==> src/rtl/irq_pending_ctrl_if.sv <==
// Bundles the request/mask/handshake signals between the pending controller,
// the CPU side and the downstream priority encoder.
interface irq_pending_ctrl_if #(
    parameter int unsigned WIDTH = 32,
    parameter int unsigned IDW   = 5
);
    logic [WIDTH-1:0] irq_in;
    logic             mask_wr;
    logic [WIDTH-1:0] mask_din;
    logic             ack;
    logic [IDW-1:0]   ack_id;
    logic             eoi;
    logic [WIDTH-1:0] pend_vec;
    logic             pend_valid;
    logic             irq_out;
    logic [IDW-1:0]   isr_id;
    logic             in_service;
    logic             ack_err;

    modport master (
        output irq_in, mask_wr, mask_din, ack, ack_id, eoi,
        input  pend_vec, pend_valid, irq_out, isr_id, in_service, ack_err
    );

    modport slave (
        input  irq_in, mask_wr, mask_din, ack, ack_id, eoi,
        output pend_vec, pend_valid, irq_out, isr_id, in_service, ack_err
    );
endinterface

==> src/rtl/irq_pending_ctrl.sv <==
// Sticky rising-edge pending register with mask, feeding a priority encoder,
// plus the IDLE/REQ/SERVICE request-ack-eoi handshake with the CPU.
module irq_pending_ctrl #(
    parameter int unsigned WIDTH = 32,
    parameter int unsigned IDW   = 5
) (
    input  logic               clk,
    input  logic               rst,
    irq_pending_ctrl_if.slave  bus
);

    typedef enum logic [1:0] {
        ST_IDLE    = 2'd0,
        ST_REQ     = 2'd1,
        ST_SERVICE = 2'd2
    } state_e;

    state_e           state_q, state_d;
    logic [WIDTH-1:0] irq_prev_q;
    logic [WIDTH-1:0] pending_q, pending_d;
    logic [WIDTH-1:0] mask_q, mask_d;
    logic [IDW-1:0]   isr_id_q, isr_id_d;
    logic             ack_err_q, ack_err_d;

    logic [WIDTH-1:0] event_vec;
    logic [WIDTH-1:0] clr_vec;
    logic [WIDTH-1:0] pend_vec;
    logic             pend_valid;
    logic             ack_hit;

    // Encoder-facing view is purely a function of registers.
    assign pend_vec   = pending_q & mask_q;
    assign pend_valid = |pend_vec;
    assign event_vec  = bus.irq_in & ~irq_prev_q;
    assign ack_hit    = pend_vec[bus.ack_id];

    assign mask_d     = bus.mask_wr ? bus.mask_din : mask_q;
    // Event set is applied after the ack clear so a colliding edge keeps the bit.
    assign pending_d  = (pending_q & ~clr_vec) | event_vec;

    always_comb begin
        state_d   = state_q;
        isr_id_d  = isr_id_q;
        ack_err_d = 1'b0;
        clr_vec   = '0;

        unique case (state_q)
            ST_IDLE: begin
                if (pend_valid) begin
                    state_d = ST_REQ;
                end
            end
            ST_REQ: begin
                // ack takes precedence; a simultaneous eoi has no meaning here
                if (bus.ack) begin
                    if (ack_hit) begin
                        state_d              = ST_SERVICE;
                        isr_id_d             = bus.ack_id;
                        clr_vec[bus.ack_id]  = 1'b1;
                    end else begin
                        ack_err_d = 1'b1;
                    end
                end else if (!pend_valid) begin
                    state_d = ST_IDLE;
                end
            end
            ST_SERVICE: begin
                if (bus.eoi) begin
                    state_d = ST_IDLE;
                end
            end
            default: begin
                state_d = ST_IDLE;
            end
        endcase
    end

    always_ff @(posedge clk or posedge rst) begin
        if (rst) begin
            state_q    <= ST_IDLE;
            irq_prev_q <= '0;
            pending_q  <= '0;
            mask_q     <= '0;
            isr_id_q   <= '0;
            ack_err_q  <= 1'b0;
        end else begin
            state_q    <= state_d;
            irq_prev_q <= bus.irq_in;
            pending_q  <= pending_d;
            mask_q     <= mask_d;
            isr_id_q   <= isr_id_d;
            ack_err_q  <= ack_err_d;
        end
    end

    assign bus.pend_vec   = pend_vec;
    assign bus.pend_valid = pend_valid;
    assign bus.irq_out    = (state_q == ST_REQ);
    assign bus.in_service = (state_q == ST_SERVICE);
    assign bus.isr_id     = isr_id_q;
    assign bus.ack_err    = ack_err_q;

endmodule

==> src/flat_wrapper.sv <==
// flat-port wrapper written by rule: the top's interface ports become plain ports
module irq_pending_ctrl_flat 
#(
    parameter int unsigned WIDTH = 32,
    parameter int unsigned IDW   = 5
)
  (clk, rst, bus_irq_in, bus_mask_wr, bus_mask_din, bus_ack, bus_ack_id, bus_eoi, bus_pend_vec, bus_pend_valid, bus_irq_out, bus_isr_id, bus_in_service, bus_ack_err);
  irq_pending_ctrl_if #(.WIDTH(WIDTH), .IDW(IDW)) bus_i ();
  input  logic clk;
  input  logic rst;
  input wire logic [$bits(bus_i.irq_in)-1:0] bus_irq_in;
  input wire logic [$bits(bus_i.mask_wr)-1:0] bus_mask_wr;
  input wire logic [$bits(bus_i.mask_din)-1:0] bus_mask_din;
  input wire logic [$bits(bus_i.ack)-1:0] bus_ack;
  input wire logic [$bits(bus_i.ack_id)-1:0] bus_ack_id;
  input wire logic [$bits(bus_i.eoi)-1:0] bus_eoi;
  output wire logic [$bits(bus_i.pend_vec)-1:0] bus_pend_vec;
  output wire logic [$bits(bus_i.pend_valid)-1:0] bus_pend_valid;
  output wire logic [$bits(bus_i.irq_out)-1:0] bus_irq_out;
  output wire logic [$bits(bus_i.isr_id)-1:0] bus_isr_id;
  output wire logic [$bits(bus_i.in_service)-1:0] bus_in_service;
  output wire logic [$bits(bus_i.ack_err)-1:0] bus_ack_err;
  assign bus_i.irq_in = bus_irq_in;
  assign bus_i.mask_wr = bus_mask_wr;
  assign bus_i.mask_din = bus_mask_din;
  assign bus_i.ack = bus_ack;
  assign bus_i.ack_id = bus_ack_id;
  assign bus_i.eoi = bus_eoi;
  assign bus_pend_vec = bus_i.pend_vec;
  assign bus_pend_valid = bus_i.pend_valid;
  assign bus_irq_out = bus_i.irq_out;
  assign bus_isr_id = bus_i.isr_id;
  assign bus_in_service = bus_i.in_service;
  assign bus_ack_err = bus_i.ack_err;
  irq_pending_ctrl #(.WIDTH(WIDTH), .IDW(IDW)) u_core (.clk(clk), .rst(rst), .bus(bus_i));
endmodule
==> config.mk <==
export PLATFORM = sky130hd
export DESIGN_NAME = irq_pending_ctrl_flat
export DESIGN_NICKNAME = d
export VERILOG_FILES = /design/src/rtl/irq_pending_ctrl_if.sv /design/src/rtl/irq_pending_ctrl.sv /design/src/flat_wrapper.sv
export SDC_FILE = /design/constraint.sdc
export NUM_CORES = 1
export LEC_CHECK = 0
export ABC_AREA = 1
export BUFFER_PORTS_ARGS = -buffer_cell sky130_fd_sc_hd__buf_2
export CORE_MARGIN = 5
export CORE_UTILIZATION = 45
export CTS_BUF_LIST = sky130_fd_sc_hd__clkbuf_8
export DETAILED_ROUTE_END_ITERATION = 12
export PLACE_DENSITY_LB_ADDON = 0.08
export SYNTH_ARGS = -nofsm -noshare
export SYNTH_HDL_FRONTEND = slang
export SYNTH_SLANG_ARGS = --single-unit
export TNS_END_PERCENT = 50
==> constraint.sdc <==
create_clock -name clk -period 3.6 [get_ports clk]
set_input_delay 0.36 -clock clk [delete_from_list [all_inputs] [get_ports clk]]
set_output_delay 0.36 -clock clk [all_outputs]
set_load 0.03 [all_outputs]
Word level (Yosys, flattened, before mapping). Index checks and enable logic that the tools add are counted.

Word-level logic and storage cells: 41. Bits of input ports: 74. Output and inout port bits: 41. Register bits: 104.

Eq/ne operators: 6. Bitwise gates (word level): 6. Reductions and logical operators: 5. Muxes and demuxes: 16. Magnitude comparators: 2.

Operators by type and width (number): 32-bit bitwise AND (3); 32-bit two-way mux (3); 32-bit inverter (2); 32-bit bitwise OR (1); 32-bit OR reduction (1); 2-bit two-way mux (5); 5-bit by 6-bit < comparator with 1-bit output (second input constant) (1); 2-bit case mux with 3 select lines (1); 1-bit binary-select mux with 5-bit select (1); 1-bit demux with 5-bit select (1); 5-bit by 1-bit >= comparator with 1-bit output (second input constant) (1); 1-bit two-way mux (5); 2-bit inequality test (second input constant) (2); 4-bit AND reduction (1); 3-bit by 2-bit inequality test with 1-bit output (second input constant) (1); 3-bit inequality test (second input constant) (1); 3-bit AND reduction (1); 2-bit by 1-bit equality test with 1-bit output (second input constant) (1); 2-bit equality test (second input constant) (1); 2-bit zero test (1); 1-bit logical AND (1).

Logic depth before layout (Yosys ltp). Gate-level depths: netlist of the first run.

Depth in word-level cells: 10. Gate-level depth with buffers: 13. Mapped depth without buffers: 11.

Worst setup path before layout of the first run. No wires, ideal clock.

Path kind: register to register. Start: register u_core.state_q[1]. End: register u_core.pending_q[10]. Data required time: 3484 ps. Path slack: 1907 ps. Cell stages (with the launch flop): 8. Setup time: 116 ps. Path buffers: 1. Arrival: 1576 ps. Path through: dfrtp_1 -> nor2_1 -> nand2_1 -> clkinv_1 -> clkbuf_1 -> nand4_1 -> nand2_1 -> nand2_1.

Cells in the longest elaborated chain, start to end: 5.

RTL lines: start: declaration (RTL line irq_pending_ctrl.sv:18) `state_e state_q, state_d;`; start signal: assignment (RTL line irq_pending_ctrl.sv:87) `state_q <= state_d;`; 2-bit by 1-bit equality test with 1-bit output; net bus_irq_out (RTL line flat_wrapper.sv:19) `output wire logic [$bits(bus_i.irq_out)-1:0] bus_irq_out;`; 32-bit two-way mux (RTL line irq_pending_ctrl.sv:47) `unique case (state_q)`; 32-bit inverter (RTL line irq_pending_ctrl.sv:39) `assign pending_d = (pending_q & ~clr_vec) | event_vec;`; 32-bit bitwise AND (RTL line irq_pending_ctrl.sv:39); 32-bit bitwise OR (RTL line irq_pending_ctrl.sv:39); net u_core.pending_d[10] (RTL line irq_pending_ctrl.sv:20) `logic [WIDTH-1:0] pending_q, pending_d;`; end signal: assignment (RTL line irq_pending_ctrl.sv:89) `pending_q <= pending_d;`; end: declaration (RTL line irq_pending_ctrl.sv:20).

The timed path passes the listed nets, and every way through them passes these cells. A chain may end at the register's enable or synchronous reset.

Worst setup path in the final report of the first run.
Start: register u_core.state_q[0]. End: register u_core.isr_id_q[3] (netlist: u_core.bus.isr_id[3]).

Cells in the longest elaborated chain, start to end: 2.

RTL lines: 2-bit by 1-bit equality test with 1-bit output (RTL line irq_pending_ctrl.sv:47); 3-bit AND reduction (no line); end signal: assignment (RTL line irq_pending_ctrl.sv:91) `isr_id_q <= isr_id_d;`; end: declaration (RTL line irq_pending_ctrl.sv:22) `logic [IDW-1:0] isr_id_q, isr_id_d;`.

No other way between the ends.

==> results of run 1 <==
## metrics by stage
step / std cells / total power [mW] / instance area [µm²] / setup slack, ns
2_1_floorplan: 572 / 1.83 / 4770 / 0.508
3_3_place_gp: 809 / 2.02 / 5460 / 1.34
3_5_place_dp: 809 / 2.04 / 5460 / 1.20
4_1_cts: 825 / 2.77 / 5660 / 1.29
5_1_grt: 825 / 2.89 / 5660 / 1.08
6_report: 825 / 2.73 / 5660 / 1.27
## power groups by stage
| stage | combinational [mW] | sequential (mW) | clock (mW) |
|---|---|---|---|
| after CTS | 0.698 | 1.32 | 0.747 |
| after floorplan | 0.439 | 1.39 | 0 |
| after global placement | 0.681 | 1.34 | 0 |
| after detailed placement | 0.697 | 1.34 | 0 |
| after global routing | 0.762 | 1.33 | 0.795 |
| final | 0.692 | 1.32 | 0.722 |
## flip-flops by register name, summed over array words and instances, names as in the netlist
register,cells
u_core.irq_prev_q,32
u_core.mask_q,32
u_core.pending_q,32
u_core.bus.isr_id,5
u_core.state_q,2
u_core.bus.ack_err,1
## how the worst max path moves through the flow
| stage | endpoint | slack, ns | startpoint |
|---|---|---|---|
| 2_1_floorplan | u_core.bus.ack_err | 0.51 | rst |
| 3_5_place_dp | u_core.bus.isr_id[3] | 1.20 | bus_ack_id[0] |
| 6_report | u_core.bus.isr_id[3] | 1.27 | u_core.state_q[0] |
| 5_1_grt | u_core.bus.isr_id[4] | 1.08 | u_core.state_q[0] |
| 3_3_place_gp | u_core.bus.isr_id[0] | 1.34 | bus_ack_id[0] |
| 4_1_cts | u_core.bus.isr_id[3] | 1.29 | u_core.state_q[0] |
## layout by cell type (no fill, tap or decap), drive strengths merged
cell | synthesis | routed
nor2 | 49 | 49
o21ai | 5 | 5
nand3 | 2 | 2
mux2 | 32 | 32
clkbuf | 4 | 9
dfrtp | 104 | 104
nand3b | 1 | 1
inv | 87 | 87
clkinvlp | 0 | 2
nand4 | 35 | 35
clkinv | 1 | 5
buf | 13 | 118
bufinv | 0 | 1
nor3 | 9 | 9
nand2 | 229 | 229
o211ai | 1 | 1
## area by class of cell
type | count | share of cell area
Tap cell | 136 | 0.0301
Sequential cell | 104 | 0.460
Inverter | 88 | 0.0588
Timing Repair Buffer | 118 | 0.106
Multi-Input combinational cell | 363 | 0.310
Clock buffer | 9 | 0.0219
Clock inverter | 7 | 0.0128
## per-layer routing
layer | GRT usage | up-vias | part of all wire
li1 | - | 1989 | -
met2 | 0.287 | 152 | 0.44
met4 | 0.0825 | 0 | 0.022
met1 | 0.261 | 1878 | 0.46
met5 | 0 | - | 0
met3 | 0.0422 | 23 | 0.074
## kinds of logic after synthesis
logic type             share of synthesized area
AO/OA/AOI/OAI                             0.0108
buffers and inverters                     0.0870
flip-flops                                 0.545
multiplexers                              0.0755
AND/OR/NAND/NOR                            0.281
==> results.sh, run 1 <==
export IMPL_status="finished clean"
export IMPL_pwr_share_comb=0.253
export IMPL_multi_input_area_um2=1750
export IMPL_synth_fp_nets=646
export IMPL_clkSinkCount=104
export IMPL_grt_first_pass_wirelength_um=19300
export IMPL_yosysTopAreaCell="dfrtp_1"
export IMPL_cts_hold_buffers=0
export IMPL_io_pins=115
export IMPL_fmax_mhz=429
export IMPL_io_buffers=114
export IMPL_cts_tree="done"
export IMPL_vias=4042
export IMPL_synth_seq_area_share=0.545
export IMPL_arrival_ns=2.64
export IMPL_final_hold_viol_count=0
export IMPL_hp_class="input pin to flop"
export IMPL_clk_pin_slew_ns=0.10
export IMPL_rows=37
export IMPL_clk_latency_ns=0.38
export IMPL_hpwlAfterDp_um=8730
export IMPL_setup_violations=0
export IMPL_syn_cell_area_um2=4770
export IMPL_cp_max_fo=34
export IMPL_timing_final_crit_share=0.648
export IMPL_synthTopCellsByCount="228 x nand2_1, 104 x dfrtp_1, 85 x inv_1, 47 x nor2_1, 35 x nand4_1"
export IMPL_drt_pass1_iterations=5
export IMPL_die_height_um=113
export IMPL_cts_buffer_depth=2
export IMPL_clkPwrFrac=0.264
export IMPL_drtIter0Drc=305
export IMPL_ys_ff_latch=104
export IMPL_num_fill_cells=1000
export IMPL_post_cts_buffers=0
export IMPL_tns_ns=0
export IMPL_grt_usage=0.189
export IMPL_ys_flop_type="dfrtp_1"
export IMPL_drt_vias_per_instance=4.90
export IMPL_htreeDepth=3
export IMPL_tightest_slew_ns=0.954
export IMPL_fin_crit_ns=2.33
export IMPL_synthToLayoutAreaGrowth_pct=18.5
export IMPL_r2r_end="u_core.bus.isr_id[3]"
export IMPL_min_delay_path_depth=1
export IMPL_slowest_delay_ns=0.77
export IMPL_cp_end_kind="flop"
export IMPL_crit_type="flop to flop"
export IMPL_synth_async_reset_ratio=1.00
export IMPL_fin_skew_ns=0.00797
export IMPL_fin_util=0.548
export IMPL_worst_r2r_cell_count=7
export IMPL_maxCapViolations=0
export IMPL_cts_buffers=9
export IMPL_final_nets=758
export IMPL_r2r_start="u_core.state_q[0]"
export IMPL_post_synth_top_area_fraction=0.545
export IMPL_start_util=0.462
export IMPL_fp_dieArea_um2=12800
export IMPL_p_sw_mw=0.939
export IMPL_gp_congestion=0.858
export IMPL_synthTopCellsByArea="dfrtp_1 55%, nand2_1 18%, mux2_2 7.6%, inv_1 6.7%, nand4_1 4.6%"
export IMPL_core_area_um2=10300
export IMPL_rsz0062_at_grt="false"
export IMPL_overflow=0
export IMPL_wl_per_cell_um=14.0
export IMPL_p_leak_nw=3.09
export IMPL_min_to="u_core.irq_prev_q[6]"
export IMPL_drtAntennaViolNets=0
export IMPL_antenna_found_initial=0
export IMPL_cp_depth=7
export IMPL_required_ns=3.90
export IMPL_wl_um=11500
export IMPL_max_slew_margin=0.364
export IMPL_ff_latch_area_um2=2600
export IMPL_grt_max_degree=80
export IMPL_die_w_um=113
export IMPL_avgSynthCellArea_um2=8.34
export IMPL_peakVddDrop_uv=264
export IMPL_grt_pass1_vias=4029
export IMPL_cp_slowest_cell="nand3_1"
export IMPL_drv_slew=0
export IMPL_switching_share=0.343
export IMPL_cp_start_kind="flop"
export IMPL_yosysMostFrequentCell="nand2_1"
export IMPL_drive_above_1_share=0.257
export IMPL_power_density_nw_per_um2=483
export IMPL_seqPwrFrac=0.483
export IMPL_cts_resized=0
export IMPL_drc_errors=0
export IMPL_cpMostUsedCell="nand2_1"
export IMPL_critPathTopFamily="simple AND/OR/NAND/NOR gates"
export IMPL_reg2reg_slack_ns=1.27
export IMPL_path_buf_inv=2
export IMPL_path_cells="inv_1 -> nor2_1 -> nand2_1 -> clkinv_1 -> nand3_1 -> nand2_1 -> o21ai_2"
export IMPL_ys_warn_count=0
export IMPL_synth_edff_count=0
export IMPL_yosysUniqueCellTypes=20
export IMPL_internal_power_mw=1.80
export IMPL_hold_ws_ns=0.0887
export IMPL_cts_root_buf="clkbuf_8"
export IMPL_antenna_cells=0
export IMPL_synthCells=572
export IMPL_hp_start="bus_irq_in[6]"
Power figures use the tool's default switching activity.
==> run 2, diff against run 1 <==
==> constraint.sdc (replaced) <==
create_clock -name clk -period 2 [get_ports clk]
set_input_delay 0.2 -clock clk [delete_from_list [all_inputs] [get_ports clk]]
set_output_delay 0.2 -clock clk [all_outputs]
set_load 0.03 [all_outputs]
==> results.sh, run 2 (same netlist as run 1, synthesis figures left out) <==
export IMPL_multi_input_area_um2=1760
export IMPL_status="finished clean"
export IMPL_cts_buffers=9
export IMPL_drtAntennaViolNets=0
export IMPL_rsz0062_at_grt="false"
export IMPL_start_util=0.462
export IMPL_grt_usage=0.191
export IMPL_clk_pin_slew_ns=0.10
export IMPL_min_delay_path_depth=2
export IMPL_arrival_ns=1.65
export IMPL_synthToLayoutAreaGrowth_pct=26.4
export IMPL_cp_end_kind="primary output"
export IMPL_tns_ns=0
export IMPL_cp_max_fo=2
export IMPL_fin_skew_ns=0.0108
export IMPL_tightest_slew_ns=0.575
export IMPL_max_slew_margin=0.617
export IMPL_p_leak_nw=3.25
export IMPL_final_hold_viol_count=0
export IMPL_power_density_nw_per_um2=813
export IMPL_hp_class="input pin to flop"
export IMPL_largestRegisters="u_core.irq_prev_q: 32 flops, u_core.mask_q: 32 flops, u_core.pending_q: 32 flops"
export IMPL_grt_max_degree=105
export IMPL_die_height_um=113
export IMPL_final_nets=796
export IMPL_hold_ws_ns=0.0577
export IMPL_core_area_um2=10300
export IMPL_io_pins=115
export IMPL_wl_um=11800
export IMPL_fp_dieArea_um2=12800
export IMPL_final_common_cell="nand2_1"
export IMPL_drv_slew=0
export IMPL_drive_above_1_share=0.249
export IMPL_power_total_mw=4.90
export IMPL_grt_first_pass_wirelength_um=19700
export IMPL_clk_latency_ns=0.37
export IMPL_drt_vias_per_instance=4.78
export IMPL_cp_start_kind="flop"
export IMPL_io_buffers=114
export IMPL_fin_crit_ns=1.85
export IMPL_htreeDepth=3
export IMPL_reg2reg_slack_ns=0.25
export IMPL_drt_pass1_iterations=5
export IMPL_antenna_cells=0
export IMPL_cts_tree="done"
export IMPL_maxCapViolations=0
export IMPL_cts_root_buf="clkbuf_8"
export IMPL_vias=4125
export IMPL_crit_type="flop to primary output"
export IMPL_clkSinkCount=104
export IMPL_final_cell_mix="228 x nand2_1, 114 x buf_2, 104 x dfrtp_1"
export IMPL_timing_final_crit_share=0.927
export IMPL_antenna_found_initial=0
export IMPL_wl_per_cell_um=13.7
export IMPL_drc_errors=0
export IMPL_peakVddDrop_uv=470
export IMPL_required_ns=1.80
export IMPL_rows=37
export IMPL_grt_pass1_vias=4018
export IMPL_drtIter0Drc=204
export IMPL_ff_latch_area_um2=2600
export IMPL_die_w_um=113
export IMPL_hpwlAfterDp_um=8860
export IMPL_overflow=0
export IMPL_worst_r2r_cell_count=11
export IMPL_gp_congestion=0.941
export IMPL_setup_violations=0
export IMPL_num_fill_cells=979
export IMPL_fmax_mhz=539
export IMPL_cts_buffer_depth=2
## run 2: final cells by class
class,instances,share of cell area
flip-flops and latches,104,0.432
multi-input cells,363,0.291
repair buffers,156,0.165
inverters,88,0.0554
well taps,136,0.0282
clock buffers,9,0.0205
clock inverters,7,0.00809
## run 2: metrics by stage
stage | std cells | util | area [µm²] | setup WS [ns]
floorplan | 572 | - | 4780 | 0.307
global placement | 814 | 0.535 | 5520 | 0.199
detailed placement | 814 | 0.535 | 5520 | 0.0833
CTS | 863 | 0.584 | 6030 | 0.0686
global route | 863 | 0.584 | 6030 | 0.000946
finish | 863 | 0.584 | 6030 | 0.145
## run 2: critical path, cell delays in order, from the launching register on
cell     delay (ns)
dfrtp_1        0.39
nand2_1        0.09
inv_1          0.07
nor3_1         0.20
nand2_1        0.07
nor2_1         0.16
nand2_1        0.11
buf_2          0.19
## run 2: power by group
part           internal, mW  leakage [nW]  switching [mW]
registers              2.29          1.13          0.0914
clock network         0.455        0.0888           0.731
logic                 0.440          2.03           0.897
## run 2: timing repair
item,CTS,global route
hold endpoints to repair,35,0
buffers inserted,0,0
hold buffers,33,0
endpoints found under the setup margin,0,1
resized for setup,0,1
## run 2: worst paths after layout
check	startpoint	end
worst max register to register	u_core.mask_q[14]	u_core.bus.isr_id[3]
max in group asynchronous	rst	u_core.pending_q[21]
min in group asynchronous	rst	u_core.irq_prev_q[17]
worst min-delay path	bus_mask_din[28]	u_core.mask_q[28]
worst max-delay path	u_core.mask_q[26]	bus_pend_valid
worst min register to register	u_core.irq_prev_q[17]	u_core.pending_q[17]
## run 2: per-layer routing
layer / vias up / share of wire / track usage
met4: 0 / 0.0090 / 0.0529
met3: 7 / 0.064 / 0.0401
met5: - / 0 / 0
met1: 1940 / 0.48 / 0.270
li1: 2057 / - / -
met2: 121 / 0.45 / 0.301
